**src/rtl/bcd_to_binary_seq.sv**
```systemverilog
// bcd_to_binary_seq: iterative 4-digit packed BCD to unsigned binary converter.
// One digit per cycle, most significant digit first (acc = acc*10 + digit),
// valid/ready handshake on both input and output sides.
// Optional macro BCD_CHECK_EN: flags any non-BCD digit via out_err and forces
// binary/out_ovf to zero for that result; undefined leaves out_err tied low and
// uses digits above 9 as raw weights.
module bcd_to_binary_seq #(
    parameter int unsigned OUT_W = 14
) (
    input  logic             clk,
    input  logic             rst_n,
    input  logic             in_valid,
    output logic             in_ready,
    input  logic [3:0]       thous,
    input  logic [3:0]       hund,
    input  logic [3:0]       tens,
    input  logic [3:0]       ones,
    output logic             out_valid,
    input  logic             out_ready,
    output logic [OUT_W-1:0] binary,
    output logic             out_ovf,
    output logic             out_err
);

    localparam int unsigned ACC_W = 14;
    localparam int unsigned DIG_W = 4;
    localparam int unsigned NDIG  = 4;
    localparam int unsigned CNT_W = 2;
    localparam int unsigned REG_W = DIG_W * NDIG;

    typedef enum logic [1:0] {
        IDLE = 2'd0,
        CONV = 2'd1,
        DONE = 2'd2
    } state_t;

    state_t             state_q, state_n;
    logic [REG_W-1:0]   digits_q, digits_n;
    logic [ACC_W-1:0]   acc_q, acc_n;
    logic [ACC_W-1:0]   acc_step;
    logic [ACC_W-1:0]   acc_hi;
    logic [CNT_W-1:0]   cnt_q, cnt_n;
    logic               in_ready_n;
    logic               out_valid_n;
    logic [OUT_W-1:0]   binary_n;
    logic               out_ovf_n;

`ifdef BCD_CHECK_EN
    logic err_q, err_n;
    logic out_err_q, out_err_n;
    logic bad_digit;
`endif

    // One multiply-by-ten-and-add step; the digit register shifts so the top nibble is current
    always_comb begin
        acc_step = ACC_W'(acc_q << 3) + ACC_W'(acc_q << 1)
                 + ACC_W'(digits_q[REG_W-1 -: DIG_W]);
        acc_hi   = acc_step >> OUT_W;
    end

`ifdef BCD_CHECK_EN
    // Any captured digit above nine poisons the result
    always_comb begin
        bad_digit = (thous > 4'd9) || (hund > 4'd9) || (tens > 4'd9) || (ones > 4'd9);
    end
`endif

    // Next-state and datapath/output next values
    always_comb begin
        state_n     = state_q;
        digits_n    = digits_q;
        acc_n       = acc_q;
        cnt_n       = cnt_q;
        in_ready_n  = in_ready;
        out_valid_n = out_valid;
        binary_n    = binary;
        out_ovf_n   = out_ovf;
`ifdef BCD_CHECK_EN
        err_n       = err_q;
        out_err_n   = out_err_q;
`endif
        case (state_q)
            IDLE: begin
                if (in_valid && in_ready) begin
                    digits_n   = {thous, hund, tens, ones};
                    acc_n      = '0;
                    cnt_n      = '0;
                    in_ready_n = 1'b0;
                    state_n    = CONV;
`ifdef BCD_CHECK_EN
                    err_n      = bad_digit;
`endif
                end
            end
            CONV: begin
                digits_n = {digits_q[REG_W-DIG_W-1:0], {DIG_W{1'b0}}};
                acc_n    = acc_step;
                cnt_n    = cnt_q + CNT_W'(1);
                if (cnt_q == CNT_W'(NDIG - 1)) begin
                    state_n     = DONE;
                    out_valid_n = 1'b1;
                    binary_n    = acc_step[OUT_W-1:0];
                    out_ovf_n   = (OUT_W < ACC_W) && (acc_hi != '0);
`ifdef BCD_CHECK_EN
                    out_err_n   = err_q;
                    if (err_q) begin
                        binary_n  = '0;
                        out_ovf_n = 1'b0;
                    end
`endif
                end
            end
            DONE: begin
                if (out_valid && out_ready) begin
                    out_valid_n = 1'b0;
                    in_ready_n  = 1'b1;
                    state_n     = IDLE;
                end
            end
            default: begin
                state_n     = IDLE;
                in_ready_n  = 1'b1;
                out_valid_n = 1'b0;
            end
        endcase
    end

    // State, datapath and registered outputs
    always_ff @(posedge clk or negedge rst_n) begin
        if (!rst_n) begin
            state_q   <= IDLE;
            digits_q  <= '0;
            acc_q     <= '0;
            cnt_q     <= '0;
            in_ready  <= 1'b1;
            out_valid <= 1'b0;
            binary    <= '0;
            out_ovf   <= 1'b0;
`ifdef BCD_CHECK_EN
            err_q     <= 1'b0;
            out_err_q <= 1'b0;
`endif
        end else begin
            state_q   <= state_n;
            digits_q  <= digits_n;
            acc_q     <= acc_n;
            cnt_q     <= cnt_n;
            in_ready  <= in_ready_n;
            out_valid <= out_valid_n;
            binary    <= binary_n;
            out_ovf   <= out_ovf_n;
`ifdef BCD_CHECK_EN
            err_q     <= err_n;
            out_err_q <= out_err_n;
`endif
        end
    end

`ifdef BCD_CHECK_EN
    assign out_err = out_err_q;
`else
    assign out_err = 1'b0;
`endif

endmodule

```
**config.mk**
```make
export PLATFORM = sky130hd
export DESIGN_NAME = bcd_to_binary_seq
export DESIGN_NICKNAME = d
export VERILOG_FILES = /design/src/rtl/bcd_to_binary_seq.sv
export SDC_FILE = /design/constraint.sdc
export NUM_CORES = 1
export LEC_CHECK = 0
export CORE_ASPECT_RATIO = 1.2
export CORE_MARGIN = 2
export CORE_UTILIZATION = 30
export DETAILED_ROUTE_END_ITERATION = 8
export DONT_BUFFER_PORTS = 1
export PLACE_DENSITY = 0.49
export SLEW_MARGIN = 20
export SYNTH_ARGS = -nofsm -noshare
export SYNTH_HDL_FRONTEND = slang
export SYNTH_SLANG_ARGS = --single-unit
```
**constraint.sdc**
```tcl
create_clock -name clk -period 5 [get_ports clk]
set_clock_uncertainty 0.15 [all_clocks]
set_input_delay 0.5 -clock clk [delete_from_list [all_inputs] [get_ports clk]]
set_output_delay 0.5 -clock clk [all_outputs]
set_load 0.005 [all_outputs]
```
==> results of run 1 <==
[logic make-up after synthesis]
group,after synthesis,share of synthesized area
AOI/OAI and AO/OA,62,0.134
other,1,0.00132
adders and majority gates,25,0.115
xor gates and xnor gates,7,0.0215
buffers and inverters,27,0.0514
DFF,49,0.431
muxes,20,0.0720
and+or+nand+nor,97,0.174
[layout make-up]
class                           instances  area share
Multi-Input combinational cell        213       0.487
Clock inverter                          2     0.00577
Clock buffer                            6      0.0272
Sequential cell                        49       0.404
Tap cell                              120      0.0495
Inverter                                7     0.00866
Timing Repair Buffer                    4      0.0173
[worst max path at each step]
stage	startpoint	to	slack [ns]
floorplan	digits_q[15]	binary[12]	2.28
finish	digits_q[15]	binary[12]	2.11
global route	acc_q[0]	binary[12]	1.92
detailed placement	digits_q[15]	binary[12]	2.11
global placement	digits_q[15]	binary[12]	2.16
CTS	digits_q[15]	binary[12]	2.09
[worst max-delay path: stages, from the launching register on]
cell	delay [ns]
dfrtp_1	0.36
inv_1	0.06
fa_1	0.52
inv_1	0.06
fa_1	0.46
a21oi_1	0.18
o21ai_1	0.12
a22o_1	0.29
and4_2	0.23
or3_1	0.33
[cells in the mapped netlist (4+ instances only)]
master and instances:
dfrtp_1 48, nand2_1 39, ha_1 23, o21ai_1 22
nand3_1 20, mux2i_1 16, a21oi_1 11, clkbuf_1 9
o21ai_0 8, inv_1 7, nor2_1 6, buf_4 5
nand4_1 5, nor3_1 5, xor2_1 5, mux2_1 4
or3_1 4
[state kept, by name, summed over array words and instances (netlist names)]
name and count:
state_q 2, digits_q 16, acc_q 13, in_ready 1, out_valid 1, binary 14
cnt_q 2
[placed cells by master (no fill, tap or decap), drive strengths merged, types with 6 or more instances in the layout]
cell | synthesis | routed
nand3 | 20 | 20
clkbuf | 9 | 6
nor2 | 6 | 6
o21ai | 30 | 30
a21oi | 13 | 13
dfrtp | 48 | 48
nand2 | 40 | 40
mux2i | 16 | 16
inv | 7 | 8
ha | 23 | 23
[stage by stage]
stage                     hold slack (ns)  cells   util  area, µm²  worst slack [ns]
after floorplan                    0.0544    289      -       2850              2.28
after global placement             0.0558    391  0.317       2900              2.16
after detailed placement           0.0560    391  0.317       2900              2.11
after CTS                           0.184    401  0.333       3040              2.09
after global routing                0.187    401  0.333       3040              1.92
final                               0.199    401  0.333       3040              2.11
[layer usage]
layer / GRT usage / vias to the layer above / wire length [µm]
met5: 0 / - / 0
met1: 0.171 / 991 / 2930
met2: 0.187 / 46 / 2800
li1: - / 1015 / -
met3: 0.0292 / 4 / 328
met4: 0.0324 / 0 / 48
[where the power goes]
part | internal, mW | leakage [nW] | total (mW) | switching (mW)
clock | 0.115 | 0.0518 | 0.264 | 0.148
sequential | 0.554 | 0.634 | 0.688 | 0.134
combinational | 0.375 | 0.818 | 0.968 | 0.593
total | 1.04 | 1.50 | 1.92 | 0.876
==> impl_metrics.csv, run 1 <==
group,metric,value,unit
die,pin_count,38,
status,outcome,"completed",
clock_network,cts_setup_buffers,0,
synthesis,synth.top_cell.area_share,0.422,
route,firstDrtPassIters,4,
worst_setup_path,crit_path_end_kind,"register",
grt,grt_usage,0.122,
synthesis,synth.distinct_cells,49,
cells_and_area,nFillCells,956,
synthesis,synthFlopType,"dfrtp_1",
die,start_util,0.312,
cells_and_area,syn_to_final_growth,6.54,%
clock_network,cts_sinks,49,
min_path,hp-class,"in2reg",
pwr,power.density,632,nW/µm²
route,drc,0,
sta,finalHoldViolCount,0,
cells_and_area,layout-drive-gt1-share,0.0712,
worst_setup_path,regToRegSetupSlack,2.11,ns
min_path,min_path_cells,2,
synthesis,ys_seq_area_frac,0.431,
placed_design,globalplace.congestion,0.817,
clock_network,htree_levels,2,
clock_network,holdBufCountCts,2,
cells_and_area,multi_input_area,1480,µm²
route,vias_per_cell,5.13,
sta,fin_crit_sh,0.577,
synthesis,synthTopCellsByArea,"dfrtp_1 (42%), ha_1 (10%), mux2i_1 (5.6%), nand2_1 (5.1%), o21ai_1 (3.9%)",
synthesis,syn-cell-area,2850,µm²
die,die_w,93.0,µm
pwr,cellLeakagePower,1.50,nW
worst_setup_path,required,5.05,ns
grt,grt_pass1_wl,10200,µm
worst_setup_path,start_kind,"register",
clock_network,root_buffer,"clkbuf_8",
synthesis,avgSynthCellArea,9.89,µm²
worst_setup_path,reg2reg_depth,9,
placed_design,hpwl,4090,µm
die,rows,38,
synthesis,ys_seq_elements,49,
grt,antenna_found_initial,0,
clock_network,clkTransAtPathRegs,0.10,ns
synthesis,synth_top_cell_by_area,"dfrtp_1",
sta,drv_slew,0,
worst_setup_path,worstPathMaxFanout,8,
synthesis,synth_edf_count,0,
synthesis,async_flop_share,1.00,
route,initialDrtViolationCount,135,
worst_setup_path,crit_arrival,2.93,ns
grt,grt_pass1_vias,1942,
grt,overflow,0,
flow_run,maxCapViolations,0,
worst_setup_path,setup.worst_path.class,"reg2reg",
pwr,total_power,1.92,mW
route,routedWlPerCell,15.2,µm
route,vias,2056,
die,die-area,10300,µm²
sta,worstMarginPinSlew,1.00,ns
cells_and_area,fin_nets,325,
min_path,hp-start,"ones[3]",
route,finalWirelength,6100,µm
grt,grt_max_degree,50,
sta,rsz0062_at_grt,"no",
worst_setup_path,worstReg2RegEnd,"binary[12]",
synthesis,ys_warn_count,0,
sta,finalCriticalPeriod,2.89,ns
clock_network,cts_buffer_depth,2,
sta,setup-tns-final,0,ns
sta,setup_viol,0,
clock_network,clock_latency,0.30,ns
route,drt.antenna.violating_nets,0,
worst_setup_path,timing.rr.start,"digits_q[15]",
min_path,min_to,"digits_q[3]",
sta,relSlewSlack,0.334,
pwr,peakVddDrop,0.273,mV
sta,fmax,346,MHz
cells_and_area,antenna_cells,0,
synthesis,synth_cells,288,
clock_network,cts_buffers,5,
clock_network,ctsResizeCount,0,
clock_network,cts_tree,"yes",
cells_and_area,seq_area,1230,µm²
die,fp.coreArea,9130,µm²
placed_design,io_buffers,0,
die,die_y,111,µm
Power figures use the tool's default switching activity.
==> run 2, diff against run 1 <==
==> constraint.sdc (replaced) <==
create_clock -name clk -period 3 [get_ports clk]
set_clock_uncertainty 0.15 [all_clocks]
set_input_delay 0.3 -clock clk [delete_from_list [all_inputs] [get_ports clk]]
set_output_delay 0.3 -clock clk [all_outputs]
set_load 0.005 [all_outputs]
==> impl_metrics.csv, run 2 (synthesis results as in run 1) <==
group,metric,value,unit
route,initialDrtViolationCount,75,
worst_setup_path,setup.worst_path.class,"reg2reg",
route,vias_per_cell,5.14,
clock_network,cts_setup_buffers,0,
clock_network,clock_latency,0.30,ns
cells_and_area,antenna_cells,0,
cells_and_area,multi_input_area,1480,µm²
status,outcome,"completed",
cells_and_area,layout-drive-gt1-share,0.0836,
grt,grt_pass1_wl,10600,µm
cells_and_area,final_cell_area,3100,µm²
cells_and_area,top_regs,"digits_q: 16 flops, binary: 14 flops, acc_q: 13 flops",
sta,rsz0062_at_grt,"no",
route,firstDrtPassIters,4,
die,die_y,111,µm
worst_setup_path,worstPathMaxFanout,7,
clock_network,cts_buffers,5,
clock_network,htree_levels,2,
worst_setup_path,crit_path_end_kind,"register",
clock_network,root_buffer,"clkbuf_8",
pwr,cellLeakagePower,1.54,nW
placed_design,post_dp_cell_area,2940,µm²
sta,finalHoldViolCount,0,
clock_network,cts_sinks,49,
sta,relSlewSlack,0.661,
worst_setup_path,required,3.10,ns
worst_setup_path,start_kind,"register",
flow_run,maxCapViolations,0,
worst_setup_path,crit_arrival,2.90,ns
route,drc,0,
route,finalWirelength,6140,µm
route,vias,2092,
sta,worstMarginPinSlew,0.509,ns
placed_design,hpwl,4370,µm
grt,overflow,0,
cells_and_area,final_common_cell,"dfrtp_1",
cells_and_area,largest_reg_flops,16,
placed_design,globalplace.congestion,0.797,
die,pin_count,38,
pwr,power.density,1070,nW/µm²
route,routedWlPerCell,15.1,µm
cells_and_area,max_flop_register,"digits_q",
sta,setup_viol,0,
clock_network,cts_buffer_depth,2,
clock_network,cts_tree,"yes",
die,rows,38,
cells_and_area,mostFrequentLayoutCells,"dfrtp_1 (48), nand2_1 (39), ha_1 (23), o21ai_1 (22), nand3_1 (20)",
cells_and_area,fin_nets,331,
sta,hold_ws,0.0121,ns
grt,grt_max_degree,50,
clock_network,holdBufCountCts,2,
pwr,peakVddDrop,0.300,mV
worst_setup_path,timing.rr.start,"digits_q[15]",
sta,fin_crit_sh,0.934,
sta,fmax,357,MHz
worst_setup_path,cp-startpoint,"digits_q[15]",
cells_and_area,utilization,0.340,
die,die-area,10300,µm²
placed_design,io_buffers,0,
min_path,hp-class,"in2reg",
route,drt.antenna.violating_nets,0,
cells_and_area,nFillCells,976,
die,start_util,0.312,
grt,grt_usage,0.127,
sta,drv_slew,0,
sta,finalCriticalPeriod,2.80,ns
min_path,hp-start,"ones[3]",
grt,grt_pass1_vias,2097,
cells_and_area,syn_to_final_growth,8.78,%
die,fp.coreArea,9130,µm²
grt,antenna_found_initial,0,
clock_network,ctsResizeCount,0,
sta,setup-tns-final,0,ns
cells_and_area,seq_area,1230,µm²
clock_network,clkTransAtPathRegs,0.10,ns
die,die_w,93.0,µm
## run 2: cell count changes in the layout (fill, tap and decap cells not counted)
cell	before	now
clkbuf_1	0	1
bufinv_16	0	1
clkinv_4	1	0
buf_4	2	7
dlygate4sd3_1	1	2
inv_6	1	0
## run 2: worst max-delay path, stage by stage, from the launching register on
cell     delay (ns)
dfrtp_1        0.36
inv_1          0.06
fa_1           0.53
inv_1          0.07
fa_1           0.46
a21oi_1        0.20
o21ai_1        0.13
a22o_1         0.22
buf_4          0.16
or3_1          0.36
nand3_1        0.07
## run 2: worst paths after layout
path                           endpoint  slack [ns]  depth (start not counted)
min reg2reg                digits_q[14]        0.34                          2
min in group asynchronous     out_valid        0.34                          2
max                           acc_q[12]        0.20                         10
min                         digits_q[3]        0.01                          2
max reg2reg                   acc_q[12]        0.20                         10
max in group asynchronous      in_ready        2.10                          2
## run 2: report_power, final
group,internal [mW],leakage (nW),switching (mW)
sequential,0.923,0.634,0.224
combinational,0.671,0.846,0.997
clock,0.272,0.0585,0.231
## run 2: per-layer routing
layer / share of wire / vias up / track usage
met5: 0 / - / 0
met4: 0.022 / 0 / 0.0412
met3: 0.062 / 8 / 0.0333
met2: 0.48 / 56 / 0.212
met1: 0.44 / 996 / 0.158
li1: - / 1032 / -
## run 2: final cells by class
class,count,area share
Clock buffer,7,0.0279
Clock inverter,1,0.00969
Inverter,7,0.00848
Multi-Input combinational cell,213,0.477
Sequential cell,49,0.396
Tap cell,120,0.0484
Timing Repair Buffer,10,0.0323
## run 2: through the flow
step	instances	total power, mW	setup WS [ns]
after floorplan	289	2.47	0.283
after global placement	396	2.80	0.275
after detailed placement	396	2.84	0.205
after CTS	406	3.36	0.193
after global routing	407	3.66	0.0539
final	407	3.32	0.199
==> run 3, diff against run 2 <==
--- a/config.mk
+++ b/config.mk
@@ -11,7 +11,9 @@
 export DETAILED_ROUTE_END_ITERATION = 8
 export DONT_BUFFER_PORTS = 1
 export PLACE_DENSITY = 0.49
-export SLEW_MARGIN = 20
+export RECOVER_POWER = 25
+export REMOVE_ABC_BUFFERS = 1
+export SLEW_MARGIN = 10
 export SYNTH_ARGS = -nofsm -noshare
 export SYNTH_HDL_FRONTEND = slang
 export SYNTH_SLANG_ARGS = --single-unit
==> impl_metrics.csv, run 3 (synthesis results as in run 1) <==
group,metric,value,unit
clock_network,clkTransAtPathRegs,0.10,ns
die,rows,38,
route,drt.antenna.violating_nets,0,
placed_design,globalplace.congestion,0.765,
pwr,p_seq_frac,0.358,
route,routedWlPerCell,15.2,µm
die,fp.coreArea,9130,µm²
pwr,cellLeakagePower,1.52,nW
pwr,combPwrFrac,0.518,
route,firstDrtPassIters,4,
clock_network,ctsResizeCount,0,
min_path,min_path_cells,3,
clock_network,clock_latency,0.31,ns
cells_and_area,mostFrequentLayoutCells,"dfrtp_1 (48), nand2_1 (39), ha_1 (23), o21ai_1 (22), nand3_1 (20)",
min_path,hp-class,"in2reg",
pwr,intPower,1.75,mW
pwr,p_sw,1.47,mW
cells_and_area,nFillCells,976,
worst_setup_path,slowest_stage,"fa_1",
grt,overflow,0,
placed_design,hpwl,4550,µm
pwr,power.density,1050,nW/µm²
grt,grt_usage,0.129,
route,initialDrtViolationCount,101,
clock_network,holdBufCountCts,4,
cells_and_area,syn_to_final_growth,7.29,%
sta,finalCriticalPeriod,2.81,ns
sta,finalHoldViolCount,0,
sta,worst_slack,0.190,ns
worst_setup_path,worstPathMaxFanout,7,
worst_setup_path,cp.buffers_inverters,3,
route,vias,2065,
cells_and_area,antenna_cells,0,
cells_and_area,seq_area,1230,µm²
grt,grt_max_degree,50,
clock_network,root_buffer,"clkbuf_8",
cells_and_area,layout-drive-gt1-share,0.0868,
clock_network,cts_buffer_depth,2,
worst_setup_path,critical-path-top-delay-family,"adder cells",
clock_network,cts_sinks,49,
sta,fmax,356,MHz
sta,setup-tns-final,0,ns
pwr,swShare,0.456,
pwr,peakVddDrop,0.370,mV
die,pin_count,38,
cells_and_area,top_regs,"digits_q: 16 flops, binary: 14 flops, acc_q: 13 flops",
placed_design,preCtsSetupSlack,0.213,ns
cells_and_area,max_flop_register,"digits_q",
cells_and_area,multi_input_area,1480,µm²
die,die_y,111,µm
clock_network,cts_tree,"yes",
pwr,p_clk_frac,0.124,
route,vias_per_cell,5.06,
sta,drv_slew,0,
route,drc,0,
clock_network,htree_levels,2,
worst_setup_path,crit_path_cell_trace,"inv_1 > fa_1 > inv_1 > fa_1 > a21oi_1 > o21ai_1 > a22o_1 > buf_4 > or3_1 > nand3_1",
flow_run,maxCapViolations,0,
worst_setup_path,required,3.09,ns
sta,fin_crit_sh,0.937,
worst_setup_path,max_stage_delay,0.49,ns
grt,antenna_found_initial,0,
cells_and_area,final_common_cell,"dfrtp_1",
worst_setup_path,setup.worst_path.class,"reg2reg",
die,start_util,0.312,
worst_setup_path,crit_path_end_kind,"register",
clock_network,cts_buffers,5,
status,outcome,"completed",
sta,relSlewSlack,0.183,
worst_setup_path,start_kind,"register",
sta,setup_viol,0,
sta,worstMarginPinSlew,1.23,ns
clock_network,cts_setup_buffers,0,
sta,rsz0062_at_grt,"no",
grt,grt_pass1_vias,2121,
worst_setup_path,reg2reg_depth,10,
placed_design,io_buffers,0,
grt,grt_pass1_wl,10800,µm
worst_setup_path,crit_arrival,2.90,ns
die,die_w,93.0,µm
cells_and_area,fin_nets,332,
cells_and_area,largest_reg_flops,16,
worst_setup_path,path_depth,10,
die,die-area,10300,µm²
route,finalWirelength,6210,µm
[run 3: cell count changes in the layout (fill, tap and decap cells not counted)]
cell	previous run	this run
buf_16	1	0
clkinvlp_4	0	1
clkbuf_8	6	5
dlygate4sd3_1	2	3
bufinv_16	1	0
clkbuf_2	0	1
clkinv_2	0	2
clkbuf_1	1	0
[run 3: final timing paths]
kind | slack [ns] | start | end
min in group asynchronous | 0.62 | rst_n | digits_q[1]
max in group asynchronous | 1.33 | rst_n | acc_q[6]
max reg2reg | 0.19 | acc_q[0] | acc_q[12]
min reg2reg | 0.35 | digits_q[2] | digits_q[6]
max | 0.19 | acc_q[0] | acc_q[12]
min | 0.01 | out_ready | out_valid
[run 3: stage by stage]
step | total power [mW] | cell area [µm²] | util | cells | hold WS (ns)
3_3_place_gp | 2.81 | 2940 | 0.322 | 396 | -0.144
4_1_cts | 3.28 | 3080 | 0.337 | 408 | 0.00203
6_report | 3.21 | 3060 | 0.335 | 408 | 0.0135
2_1_floorplan | 2.37 | 2730 | - | 269 | -0.146
3_5_place_dp | 2.85 | 2940 | 0.322 | 396 | -0.144
5_1_grt | 3.58 | 3060 | 0.335 | 408 | 0.000799
[run 3: power by group through the flow]
| stage | logic [mW] | registers [mW] | clock network, mW |
|---|---|---|---|
| finish | 1.66 | 1.15 | 0.398 |
| global placement | 1.64 | 1.17 | 0 |
| detailed placement | 1.67 | 1.18 | 0 |
| CTS | 1.70 | 1.16 | 0.417 |
| global route | 1.94 | 1.20 | 0.447 |
| floorplan | 1.28 | 1.09 | 0 |
[run 3: layer usage]
layer | GRT usage | part of all wire
met1 | 0.167 | 0.45
met2 | 0.216 | 0.50
met3 | 0.0299 | 0.043
met4 | 0.0324 | 0.012
met5 | 0 | 0
[run 3: cell type report]
cell class | count | area share
Timing Repair Buffer | 11 | 0.0287
Clock inverter | 3 | 0.00573
Multi-Input combinational cell | 213 | 0.484
Inverter | 7 | 0.00860
Tap cell | 120 | 0.0491
Clock buffer | 5 | 0.0225
Sequential cell | 49 | 0.402
[run 3: worst register-to-register path: cells and delay by family, from the launching register on]
kind                     cells  cell delay (ns)
buffers and inverters        3             0.28
flip-flops                   1             0.38
AND/OR/NAND/NOR              2             0.44
AO/OA/AOI/OAI                3             0.53
adder cells (fa/ha/maj)      2             0.95
